$ cat src/rtl/if_pkg.sv
// if_pkg: shared types and constants for the instruction-fetch stage.
//   fs_state_e       - fetch FSM states (issue address / SRAM response / hold for decode)
//   RESET_PC_DEFAULT - default first fetch address after reset
//   PC_INCR          - sequential PC increment
`timescale 1ns/1ps

package if_pkg;

    typedef enum logic [1:0] {
        StIssue = 2'd0,
        StResp  = 2'd1,
        StHold  = 2'd2
    } fs_state_e;

    localparam logic [31:0] RESET_PC_DEFAULT = 32'h1c00_0000;
    localparam logic [31:0] PC_INCR          = 32'd4;

endpackage

$ cat src/rtl/if_fetch_stage.sv
// if_fetch_stage: instruction fetch for the multi-cycle LoongArch core.
// Owns the PC, drives a synchronous (1-cycle latency) instruction SRAM, captures the
// returned word and offers one instruction at a time to decode via valid/ready.
// Branch/jump redirects (br_taken pulse) win over everything and flush in-flight data.
//
// Ports:
//   clk, resetn          - clock, asynchronous active-low reset
//   inst_sram_*          - SRAM request (we/wdata tied 0, addr registered = req_pc)
//   inst_sram_rdata      - SRAM read data, valid the cycle after the address
//   br_taken, br_target  - redirect pulse and target
//   fs_valid, fs_ready   - handshake to decode
//   fs_pc, fs_inst       - delivered instruction and its PC
//   fs_excp_adef         - misaligned fetch address flag
//
// Build option: define IF_ADEF_CHECK_EN to flag misaligned fetch addresses instead of
// issuing them to the SRAM. Without it fs_excp_adef is tied to 0.
`timescale 1ns/1ps

module if_fetch_stage
    import if_pkg::*;
#(
    parameter logic [31:0] RESET_PC = RESET_PC_DEFAULT
) (
    input  logic        clk,
    input  logic        resetn,

    output logic        inst_sram_we,
    output logic [31:0] inst_sram_addr,
    output logic [31:0] inst_sram_wdata,
    input  logic [31:0] inst_sram_rdata,

    input  logic        br_taken,
    input  logic [31:0] br_target,

    output logic        fs_valid,
    input  logic        fs_ready,
    output logic [31:0] fs_pc,
    output logic [31:0] fs_inst,
    output logic        fs_excp_adef
);

    fs_state_e   state_q, state_d;
    logic [31:0] req_pc_q, req_pc_d;
    logic        fs_valid_q, fs_valid_d;
    logic [31:0] fs_pc_q, fs_pc_d;
    logic [31:0] fs_inst_q, fs_inst_d;

    // fs_valid is only ever set in HOLD, so a handshake implies HOLD.
    logic handshake;
    assign handshake = fs_valid_q & fs_ready;

    // Misaligned address seen while issuing; only meaningful with the check enabled.
    logic adef_hit;
`ifdef IF_ADEF_CHECK_EN
    assign adef_hit = (state_q == StIssue) && (req_pc_q[1:0] != 2'b00);
`else
    assign adef_hit = 1'b0;
`endif

    // ---------------- State register ----------------
    always_ff @(posedge clk or negedge resetn) begin
        if (!resetn) begin
            state_q <= StIssue;
        end else begin
            state_q <= state_d;
        end
    end

    // ---------------- Next-state logic ----------------
    always_comb begin
        state_d = state_q;
        if (br_taken) begin
            state_d = StIssue;
        end else begin
            unique case (state_q)
                StIssue: state_d = adef_hit ? StHold : StResp;
                StResp:  state_d = StHold;
                StHold:  state_d = handshake ? StIssue : StHold;
                default: state_d = StIssue;
            endcase
        end
    end

    // ---------------- Datapath next values ----------------
    always_comb begin
        req_pc_d   = req_pc_q;
        fs_valid_d = fs_valid_q;
        fs_pc_d    = fs_pc_q;
        fs_inst_d  = fs_inst_q;

        // Next-PC mux: redirect target, sequential successor, or hold.
        if (br_taken) begin
            req_pc_d = br_target;
        end else if (handshake) begin
            req_pc_d = fs_pc_q + PC_INCR;
        end

        if (br_taken) begin
            // In-flight response (if any) is dropped; the offered instruction is withdrawn.
            fs_valid_d = 1'b0;
        end else if (state_q == StResp) begin
            fs_valid_d = 1'b1;
            fs_pc_d    = req_pc_q;
            fs_inst_d  = inst_sram_rdata;
        end else if (adef_hit) begin
            fs_valid_d = 1'b1;
            fs_pc_d    = req_pc_q;
            fs_inst_d  = 32'h0;
        end else if (handshake) begin
            fs_valid_d = 1'b0;
        end
    end

    always_ff @(posedge clk or negedge resetn) begin
        if (!resetn) begin
            req_pc_q   <= RESET_PC;
            fs_valid_q <= 1'b0;
            fs_pc_q    <= 32'h0;
            fs_inst_q  <= 32'h0;
        end else begin
            req_pc_q   <= req_pc_d;
            fs_valid_q <= fs_valid_d;
            fs_pc_q    <= fs_pc_d;
            fs_inst_q  <= fs_inst_d;
        end
    end

`ifdef IF_ADEF_CHECK_EN
    logic fs_adef_q, fs_adef_d;

    always_comb begin
        fs_adef_d = fs_adef_q;
        if (br_taken || handshake) begin
            fs_adef_d = 1'b0;
        end else if (adef_hit) begin
            fs_adef_d = 1'b1;
        end
    end

    always_ff @(posedge clk or negedge resetn) begin
        if (!resetn) begin
            fs_adef_q <= 1'b0;
        end else begin
            fs_adef_q <= fs_adef_d;
        end
    end

    assign fs_excp_adef = fs_adef_q;
`else
    assign fs_excp_adef = 1'b0;
`endif

    // ---------------- Outputs (all registered) ----------------
    assign inst_sram_we    = 1'b0;
    assign inst_sram_wdata = 32'h0;
    assign inst_sram_addr  = req_pc_q;
    assign fs_valid        = fs_valid_q;
    assign fs_pc           = fs_pc_q;
    assign fs_inst         = fs_inst_q;

endmodule

$ cat config.mk
export PLATFORM = sky130hd
export DESIGN_NAME = if_fetch_stage
export DESIGN_NICKNAME = d
export VERILOG_FILES = /design/src/rtl/if_pkg.sv /design/src/rtl/if_fetch_stage.sv
export SDC_FILE = /design/constraint.sdc
export NUM_CORES = 1
export LEC_CHECK = 0
export BUFFER_PORTS_ARGS = -buffer_cell sky130_fd_sc_hd__buf_2
export CAP_MARGIN = 20
export CORE_MARGIN = 3
export CORE_UTILIZATION = 40
export CTS_CLUSTER_SIZE = 16
export DETAILED_ROUTE_END_ITERATION = 10
export GPL_ROUTABILITY_DRIVEN = 0
export GPL_TIMING_DRIVEN = 0
export HOLD_SLACK_MARGIN = 0.05
export PLACE_DENSITY = 0.68
export SETUP_SLACK_MARGIN = 0.5
export SLEW_MARGIN = 25
export SYNTH_ARGS = -nofsm -noshare
export SYNTH_HDL_FRONTEND = slang
export SYNTH_SLANG_ARGS = --single-unit
$ cat constraint.sdc
create_clock -name clk -period 4.7 [get_ports clk]
set_input_delay 0.235 -clock clk [delete_from_list [all_inputs] [get_ports clk]]
set_output_delay 0.235 -clock clk [all_outputs]
set_load 0.01 [all_outputs]
==> impl_metrics.ini, run 1 <==
[synth]
synth_edf_count = 0
async_flop_share_pct = 100
synth_area_um2 = 4820
yosysWarningCount = 0
ys_seq_area_share_pct = 51.5
synth_seq_cells = 99
syn_inst = 439
ys_types = 40
syn_avg_cell_area_um2 = 11.0
ys.flop_type = dfrtp_1

[timing]
worst_slack_ns = 2.31
min_period_ns = 2.39
grt_setup_unrepaired = false
hold_viol_final = 0
relSlewSlack_pct = 52.1
setup_viol = 0
fin_crit_sh_pct = 50.9
setup_tns_ns = 0
worst_pin_slew_ns = 0.718
fmax_ghz = 0.418
skew_ns = 0.0108
final_max_slew_viol_count = 0

[setup_path]
critPathRequiredTime_ns = 4.94
ff2ff_setup_slack_ns = 2.31
start_kind = flop
regToRegStartpoint = state_q[1]$_DFF_PN0_
reg2reg_to = fs_pc[30]$_DFFE_PN0P_
end_kind = flop
cp_max_fo = 10
worstRegToRegCells = 5
worst-setup-path-type = reg -> reg
arrival_ns = 2.63

[cells_and_area]
most-common-layout-cells = buf_2, dfrtp_1, mux2_2
diodes = 0
syn2layout_area_growth_pct = 30.6
drive_above_1_share_pct = 43.5
final_common_cell = buf_2
final_nets = 717
fillers = 1050

[floorplanning]
fp.dieW_um = 116
die-area_um2 = 13400
die_y_um = 116
num_rows = 39
core_area_um2 = 11600
io_pins = 199
floorplan.initialDensity_pct = 41.5

[min_path]
min-delay-start = br_target[5]
holdCritPathClass = in -> reg
min_to = inst_sram_addr[5]$_DFFE_PN0P_
worstHoldPathCells = 3

[cts]
postCtsSetupBuffers = 0
clk_pin_slew_ns = 0.07
cts_tree = built
cts_buffer_depth = 2
cts_buffers = 9
htreeDepth = 3
insertion_delay_ns = 0.36
cts_resized = 0
clock_sink_count = 99
clockRootBuffer = clkbuf_16

[routing]
wl_um = 13300
ant_nets = 0
viasPerCell = 5.05
drtPass1Iterations = 4
avgRoutedWirePerCell_um = 16.8
vias = 4022
drt-initial-drc-count = 172
drc = 0

[placement]
pre_cts_slack_ns = 2.14
hpwl_um = 9920
port_buffers = 163

[job]
cap_violations = 0

[power]
power_density_nw_per_um2 = 471
finalPower_w = 0.00296
peakVddDrop_mv = 0.299
power.leakage_nw = 3.04

[global_route]
grt_max_degree = 56
grt_usage_pct = 20.4
grt_pass1_vias = 3959
grt.overflow.total = 0
grt_pass1_wl_um = 20900
antenna_found_initial = 0

[outcome]
status = complete, no violations
==> metal layers <==
layer,vias up,share of wire [%],global-route usage [%]
met5,-,0,0
met4,0,2.3,8.43
met3,18,9.5,5.22
met2,197,47,33.1
met1,1914,41,26.1
li1,1893,-,-
==> metrics by stage <==
stage / utilization, % / instance area, µm² / hold WS, ns / std cells
floorplan: - / 4940 / -0.0606 / 472
CTS: 54.1 / 6280 / 0.0835 / 796
detailed placement: 51.4 / 5970 / 0.197 / 779
global placement: 51.1 / 5940 / 0.430 / 778
finish: 54.2 / 6290 / 0.0920 / 796
global route: 54.2 / 6290 / 0.0985 / 796
==> flip-flops by register name, indices dropped and copies added (netlist names) <==
name and flops:
inst_sram_addr 32, fs_pc 32, state_q 2, fs_valid 1, fs_inst 32
==> synth_stat cells (all sizes together), types with 3 or more instances <==
master	count	area share, %
a21oi	14	1.5
and2	5	0.68
and3	6	0.78
buf	37	5.9
clkbuf	18	1.4
dfrtp	96	50
dfstp	3	1.6
inv	4	0.31
mux2	60	14
mux2i	6	1.2
nand2	46	3.6
nand3	10	1.0
nand4	12	1.7
nor2	23	1.8
nor3	13	1.4
nor3b	4	0.62
nor4	5	0.78
o21ai	22	2.3
o221ai	9	1.6
o31ai	4	0.62
xnor2	13	2.4
xor2	10	1.8
==> area by class of cell <==
cell class	instances	area (µm²)	area share [%]
Sequential cell	99	2480	39.4
Multi-Input combinational cell	313	2090	33.2
Timing Repair Buffer	165	860	13.7
Buffer	56	365	5.81
Clock buffer	12	256	4.08
Tap cell	143	179	2.84
Clock inverter	4	48.8	0.776
Inverter	4	15.0	0.239
==> worst max-delay path: stages, from the launching register on <==
cell,delay [ns]
dfrtp_1,0.39
nand2b_1,0.16
nor2_1,0.31
clkbuf_1,0.51
clkbuf_1,0.51
mux2_2,0.39
==> worst max-delay path by stage <==
stage                                     from                        endpoint  slack (ns)  cells after the start
after floorplan           fs_pc[2]$_DFFE_PN0P_  inst_sram_addr[20]$_DFFE_PN0P_        2.60                      6
after global placement    fs_pc[2]$_DFFE_PN0P_  inst_sram_addr[30]$_DFFE_PN0P_        2.14                      6
after detailed placement  fs_pc[2]$_DFFE_PN0P_  inst_sram_addr[30]$_DFFE_PN0P_        2.14                      6
after CTS                 fs_pc[2]$_DFFE_PN0P_  inst_sram_addr[30]$_DFFE_PN0P_        2.11                      6
after global routing      state_q[1]$_DFF_PN0_           fs_pc[30]$_DFFE_PN0P_        2.08                      5
final                     state_q[1]$_DFF_PN0_           fs_pc[30]$_DFFE_PN0P_        2.31                      5
==> power by group <==
group	switching [W]	internal, W
registers	0.000243	0.00108
clock network	0.000320	0.000441
logic	0.000434	0.000439
total	0.000996	0.00196
==> cell families (layout without fill, tap and decap cells) <==
kind of cell / Yosys count / count (layout) / share of synthesized area, %
simple gates: 133 / 133 / 13.7
flops: 99 / 99 / 51.5
mux: 66 / 66 / 15.3
buf+inv: 60 / 241 / 7.90
compound gates: 56 / 56 / 7.09
xor+xnor: 23 / 23 / 4.18
fa+ha+maj: 1 / 1 / 0.260
other cells: 1 / 34 / 0.0778
==> what timing repair did <==
action                                  4_1_cts  5_1_grt
endpoints found under the hold margin        41        0
hold buffers                                  1        0
endpoints found under the setup margin        0        0
Note: power is estimated with default switching activity, not from simulation.
==> inputs of run 2 (changes only) <==
--- a/config.mk
+++ b/config.mk
@@ -14,7 +14,7 @@
 export GPL_ROUTABILITY_DRIVEN = 0
 export GPL_TIMING_DRIVEN = 0
 export HOLD_SLACK_MARGIN = 0.05
-export PLACE_DENSITY = 0.68
+export PLACE_DENSITY = 0.71
 export SETUP_SLACK_MARGIN = 0.5
 export SLEW_MARGIN = 25
 export SYNTH_ARGS = -nofsm -noshare
==> constraint.sdc (replaced) <==
create_clock -name clk -period 2.17 [get_ports clk]
set_input_delay 0.1085 -clock clk [delete_from_list [all_inputs] [get_ports clk]]
set_output_delay 0.1085 -clock clk [all_outputs]
set_load 0.01 [all_outputs]
==> run 2 against run 1 <==
Against the previous run:
- sequential power rose by 110%
- critical endpoint is now inst_sram_addr[20]$_DFFE_PN0P_
- first-iteration DRC count rose by 11%
- combinational power rose to 2.7 times the previous value
- register-to-register slack got worse by 2.0 ns
- wire length rose by 14%
- core utilization rose by 9.4 points
- die area did not move
- worst setup slack got worse by 2.0 ns
- hold slack got worse by 0.0074 ns
==> impl_metrics.ini, run 2 (synthesis results as in run 1) <==
[timing]
fin_crit_sh_pct = 85.1
worst_pin_slew_ns = 0.643
fmax_ghz = 0.541
final_max_slew_viol_count = 0
hold_viol_final = 0
min_period_ns = 1.85
skew_ns = 0.00839
grt_setup_unrepaired = true
setup_viol = 0
setup_tns_ns = 0
relSlewSlack_pct = 57.1

[outcome]
status = complete, no violations

[cells_and_area]
fin_area_um2 = 7390
syn2layout_area_growth_pct = 53.3
fillers = 892
final_nets = 808
stdcell_count = 887
most-common-layout-cells = buf_2, dfrtp_1, buf_4
final_common_cell = buf_2
diodes = 0
drive_above_1_share_pct = 49.1
final_core_util_pct = 63.6

[cts]
cts_tree = built
cts_buffers = 9
clockRootBuffer = clkbuf_16
cts_buffer_depth = 2
htreeDepth = 3
insertion_delay_ns = 0.35
clk_pin_slew_ns = 0.07
clock_sink_count = 99

[placement]
port_buffers = 163
place_area_um2 = 6020
dpl.cell_count = 779
hpwl_um = 10100

[routing]
vias = 4486
ant_nets = 0
viasPerCell = 5.06
avgRoutedWirePerCell_um = 17.1
drc = 0
drtPass1Iterations = 5
wl_um = 15200
drt-initial-drc-count = 191

[floorplanning]
num_rows = 39
fp.dieW_um = 116
die_y_um = 116
floorplan.initialDensity_pct = 41.5
die-area_um2 = 13400
core_area_um2 = 11600
io_pins = 199

[power]
peakVddDrop_mv = 0.472
power.leakage_nw = 3.57
power_density_nw_per_um2 = 923

[setup_path]
worst-setup-path-type = reg -> reg
arrival_ns = 2.13
end_kind = flop
start_kind = flop
cp_max_fo = 4
critPathRequiredTime_ns = 2.46

[min_path]
holdCritPathClass = in -> reg

[global_route]
grt_pass1_vias = 4615
grt.overflow.total = 0
antenna_found_initial = 1
grt_pass1_wl_um = 23300
grt_max_degree = 59
grt_usage_pct = 22.4

[job]
cap_violations = 0
==> run 2: cell count changes in the layout (fill, tap and decap cells not counted), moves of 7 or more <==
cell,previous run,this run
buf_4,35,63
clkbuf_1,19,7
dfrtp_1,96,80
dfrtp_2,0,16
dlygate4sd3_1,1,62
nor3_1,13,3
nor3_2,0,7
==> run 2: critical path, cell delays in order (launching register included) <==
cell and delay [ns]:
dfrtp_2 0.40, ha_4 0.16, nand4_4 0.13, or4_4 0.46, or3_4 0.34, a311oi_2 0.21, a21o_1 0.10
==> run 2: path summary, 6_finish.rpt <==
path / startpoint / end / slack (ns) / cells after the start
min reg2reg: state_q[1]$_DFF_PN0_ / state_q[0]$_DFF_PN0_ / 0.45 / 1
max reg2reg: fs_pc[2]$_DFFE_PN0P_ / inst_sram_addr[20]$_DFFE_PN0P_ / 0.32 / 6
min in group asynchronous: resetn / fs_inst[13]$_DFFE_PN0P_ / 0.27 / 2
min: br_target[31] / inst_sram_addr[31]$_DFFE_PN0P_ / 0.08 / 3
max: fs_pc[2]$_DFFE_PN0P_ / inst_sram_addr[20]$_DFFE_PN0P_ / 0.32 / 6
max in group asynchronous: resetn / fs_pc[7]$_DFFE_PN0P_ / 1.27 / 3
==> run 2: layer usage <==
metal / routed length (µm) / up-vias / GRT usage, %
met5: 7 / - / 0
met4: 282 / 2 / 7.66
met3: 1250 / 23 / 5.22
met2: 7520 / 214 / 38.7
met1: 6110 / 2174 / 27.6
li1: - / 2073 / -
==> run 2: final cells by class <==
type | instances | area (µm²) | area share (%)
sequential | 99 | 2500 | 33.9
multi-input combinational | 313 | 2270 | 30.8
timing repair buffer | 256 | 1700 | 23.1
buffer | 56 | 413 | 5.59
clock buffer | 13 | 280 | 3.79
tap | 143 | 179 | 2.42
clock inverter | 3 | 20.0 | 0.271
inverter | 4 | 15.0 | 0.203
==> run 2: stage by stage <==
step	setup slack, ns	power, W	hold slack [ns]
CTS	0.326	0.00676	0.0733
finish	0.322	0.00681	0.0846
floorplan	0.257	0.00393	-0.187
detailed placement	0.0578	0.00484	0.0542
global placement	-0.167	0.00475	0.318
global route	0.260	0.00720	0.114
==> run 2: power by group <==
| part | total [W] | switching [W] | internal [W] |
|---|---|---|---|
| clock network | 0.00161 | 0.000703 | 0.000902 |
| registers | 0.00285 | 0.000483 | 0.00237 |
| logic | 0.00235 | 0.00115 | 0.00120 |
==> run 2: timing repair <==
action | in CTS | in global routing
resized for setup | 37 | 35
hold buffers | 62 | 0
endpoints found under the hold margin | 102 | 0
pin swaps | 6 | 15
setup endpoints to repair | 86 | 71
buffers inserted | 20 | 10
==> inputs of run 3 (changes only) <==
--- a/config.mk
+++ b/config.mk
@@ -9,6 +9,7 @@
 export CAP_MARGIN = 20
 export CORE_MARGIN = 3
 export CORE_UTILIZATION = 40
+export CTS_BUF_LIST = sky130_fd_sc_hd__clkbuf_8
 export CTS_CLUSTER_SIZE = 16
 export DETAILED_ROUTE_END_ITERATION = 10
 export GPL_ROUTABILITY_DRIVEN = 0
==> constraint.sdc (replaced) <==
create_clock -name clk -period 2.17 [get_ports clk]
set_input_delay 0.217 -clock clk [delete_from_list [all_inputs] [get_ports clk]]
set_output_delay 0.217 -clock clk [all_outputs]
set_load 0.01 [all_outputs]
==> run 3 against run 2 <==
Against the previous run:
- non-clock buffer count shrank 33
- die area is the same
- fmax is essentially flat
- design area shrank 6.0%
- wire length shrank 3.2%
- largest cell class unchanged
- first-iteration DRC count shrank 14%
- core utilization shrank 3.8 points
- largest power group unchanged
- critical endpoint unchanged
==> impl_metrics.ini, run 3 (synthesis results as in run 1) <==
[power]
peakVddDrop_mv = 0.538
power.leakage_nw = 3.37
power_density_nw_per_um2 = 915

[cts]
clockRootBuffer = clkbuf_8
clk_pin_slew_ns = 0.10
insertion_delay_ns = 0.38
cts_buffer_depth = 2
clock_sink_count = 99
cts_buffers = 9
htreeDepth = 3
cts_tree = built

[timing]
relSlewSlack_pct = 58.4
whs_ns = 0.0653
setup_tns_ns = 0
setup_viol = 0
min_period_ns = 1.85
fin_crit_sh_pct = 85.2
final_max_slew_viol_count = 0
fmax_ghz = 0.541
hold_viol_final = 0
worst_pin_slew_ns = 0.625
skew_ns = 0.0117
grt_setup_unrepaired = true

[cells_and_area]
diodes = 0
syn2layout_area_growth_pct = 44.2
drive_above_1_share_pct = 51.1
final_nets = 775
fillers = 965
final_common_cell = buf_2
most-common-layout-cells = buf_2, dfrtp_1, buf_4
fin_area_um2 = 6940

[setup_path]
cp_max_fo = 4
worst-setup-path-type = reg -> reg
critPathRequiredTime_ns = 2.50
end_kind = flop
arrival_ns = 2.18
regToRegStartpoint = fs_pc[2]$_DFFE_PN0P_
crit_start = fs_pc[2]$_DFFE_PN0P_
start_kind = flop

[global_route]
grt.overflow.total = 0
antenna_found_initial = 1
grt_usage_pct = 21.7
grt_max_degree = 59
grt_pass1_wl_um = 22500
grt_pass1_vias = 4435

[min_path]
holdCritPathClass = in -> reg
min-delay-start = br_target[18]

[placement]
place_area_um2 = 6020
port_buffers = 163
hpwl_um = 10100

[floorplanning]
fp.dieW_um = 116
io_pins = 199
num_rows = 39
floorplan.initialDensity_pct = 41.5
core_area_um2 = 11600
die-area_um2 = 13400
die_y_um = 116

[outcome]
status = complete, no violations

[routing]
avgRoutedWirePerCell_um = 17.2
drc = 0
viasPerCell = 5.09
vias = 4347
drtPass1Iterations = 5
ant_nets = 0
wl_um = 14700
drt-initial-drc-count = 165

[job]
cap_violations = 0
==> run 3: worst paths after layout <==
path | end | slack (ns) | cells after the start
setup / recovery | inst_sram_addr[20]$_DFFE_PN0P_ | 0.32 | 6
hold / removal | inst_sram_addr[18]$_DFFE_PN0P_ | 0.07 | 3
setup reg to reg | inst_sram_addr[20]$_DFFE_PN0P_ | 0.32 | 6
hold reg to reg | state_q[0]$_DFF_PN0_ | 0.45 | 1
max in group asynchronous | fs_pc[4]$_DFFE_PN0P_ | 1.22 | 3
min in group asynchronous | fs_inst[13]$_DFFE_PN0P_ | 0.32 | 2
==> run 3: critical path: stages (launching register included) <==
cell,delay [ns]
dfrtp_2,0.41
ha_4,0.16
nand4_4,0.12
or4_4,0.46
or3_4,0.34
a311oi_2,0.20
a21o_1,0.11
==> run 3: layer usage <==
| layer | track usage [%] | wire length [µm] |
|---|---|---|
| met5 | 0 | 9 |
| met4 | 8.12 | 267 |
| met3 | 5.90 | 1310 |
| met2 | 37.3 | 7270 |
| met1 | 26.3 | 5830 |
==> run 3: final cells by class <==
cell class	instances	area, µm²	share of cell area (%)
Sequential cell	99	2500	36.0
Multi-Input combinational cell	313	2270	32.7
Timing Repair Buffer	223	1380	19.8
Buffer	56	402	5.78
Clock buffer	13	179	2.58
Tap cell	143	179	2.58
Clock inverter	3	20.0	0.288
Inverter	4	15.0	0.216
==> run 3: what timing repair did <==
action | CTS | global route
endpoints found under the hold margin | 67 | 0
hold buffers | 30 | 0
setup buffers | 25 | 4
resized for setup | 36 | 30
setup endpoints to repair | 86 | 83
pin swaps | 8 | 12
==> run 3: power breakdown <==
part | internal (W) | switching (W) | leakage, nW
sequential | 0.00237 | 0.000475 | 1.17
combinational | 0.00116 | 0.00115 | 2.10
clock | 0.000541 | 0.000657 | 0.0977
total | 0.00407 | 0.00229 | 3.37
==> run 3: metrics by stage <==
| step | utilization (%) | setup WS (ns) | instances | power [W] |
|---|---|---|---|---|
| floorplan | - | 0.257 | 472 | 0.00393 |
| global placement | 51.5 | -0.276 | 778 | 0.00475 |
| detailed placement | 51.8 | 0.0578 | 779 | 0.00484 |
| CTS | 58.7 | 0.320 | 850 | 0.00633 |
| global route | 59.8 | 0.247 | 854 | 0.00674 |
| finish | 59.8 | 0.322 | 854 | 0.00636 |
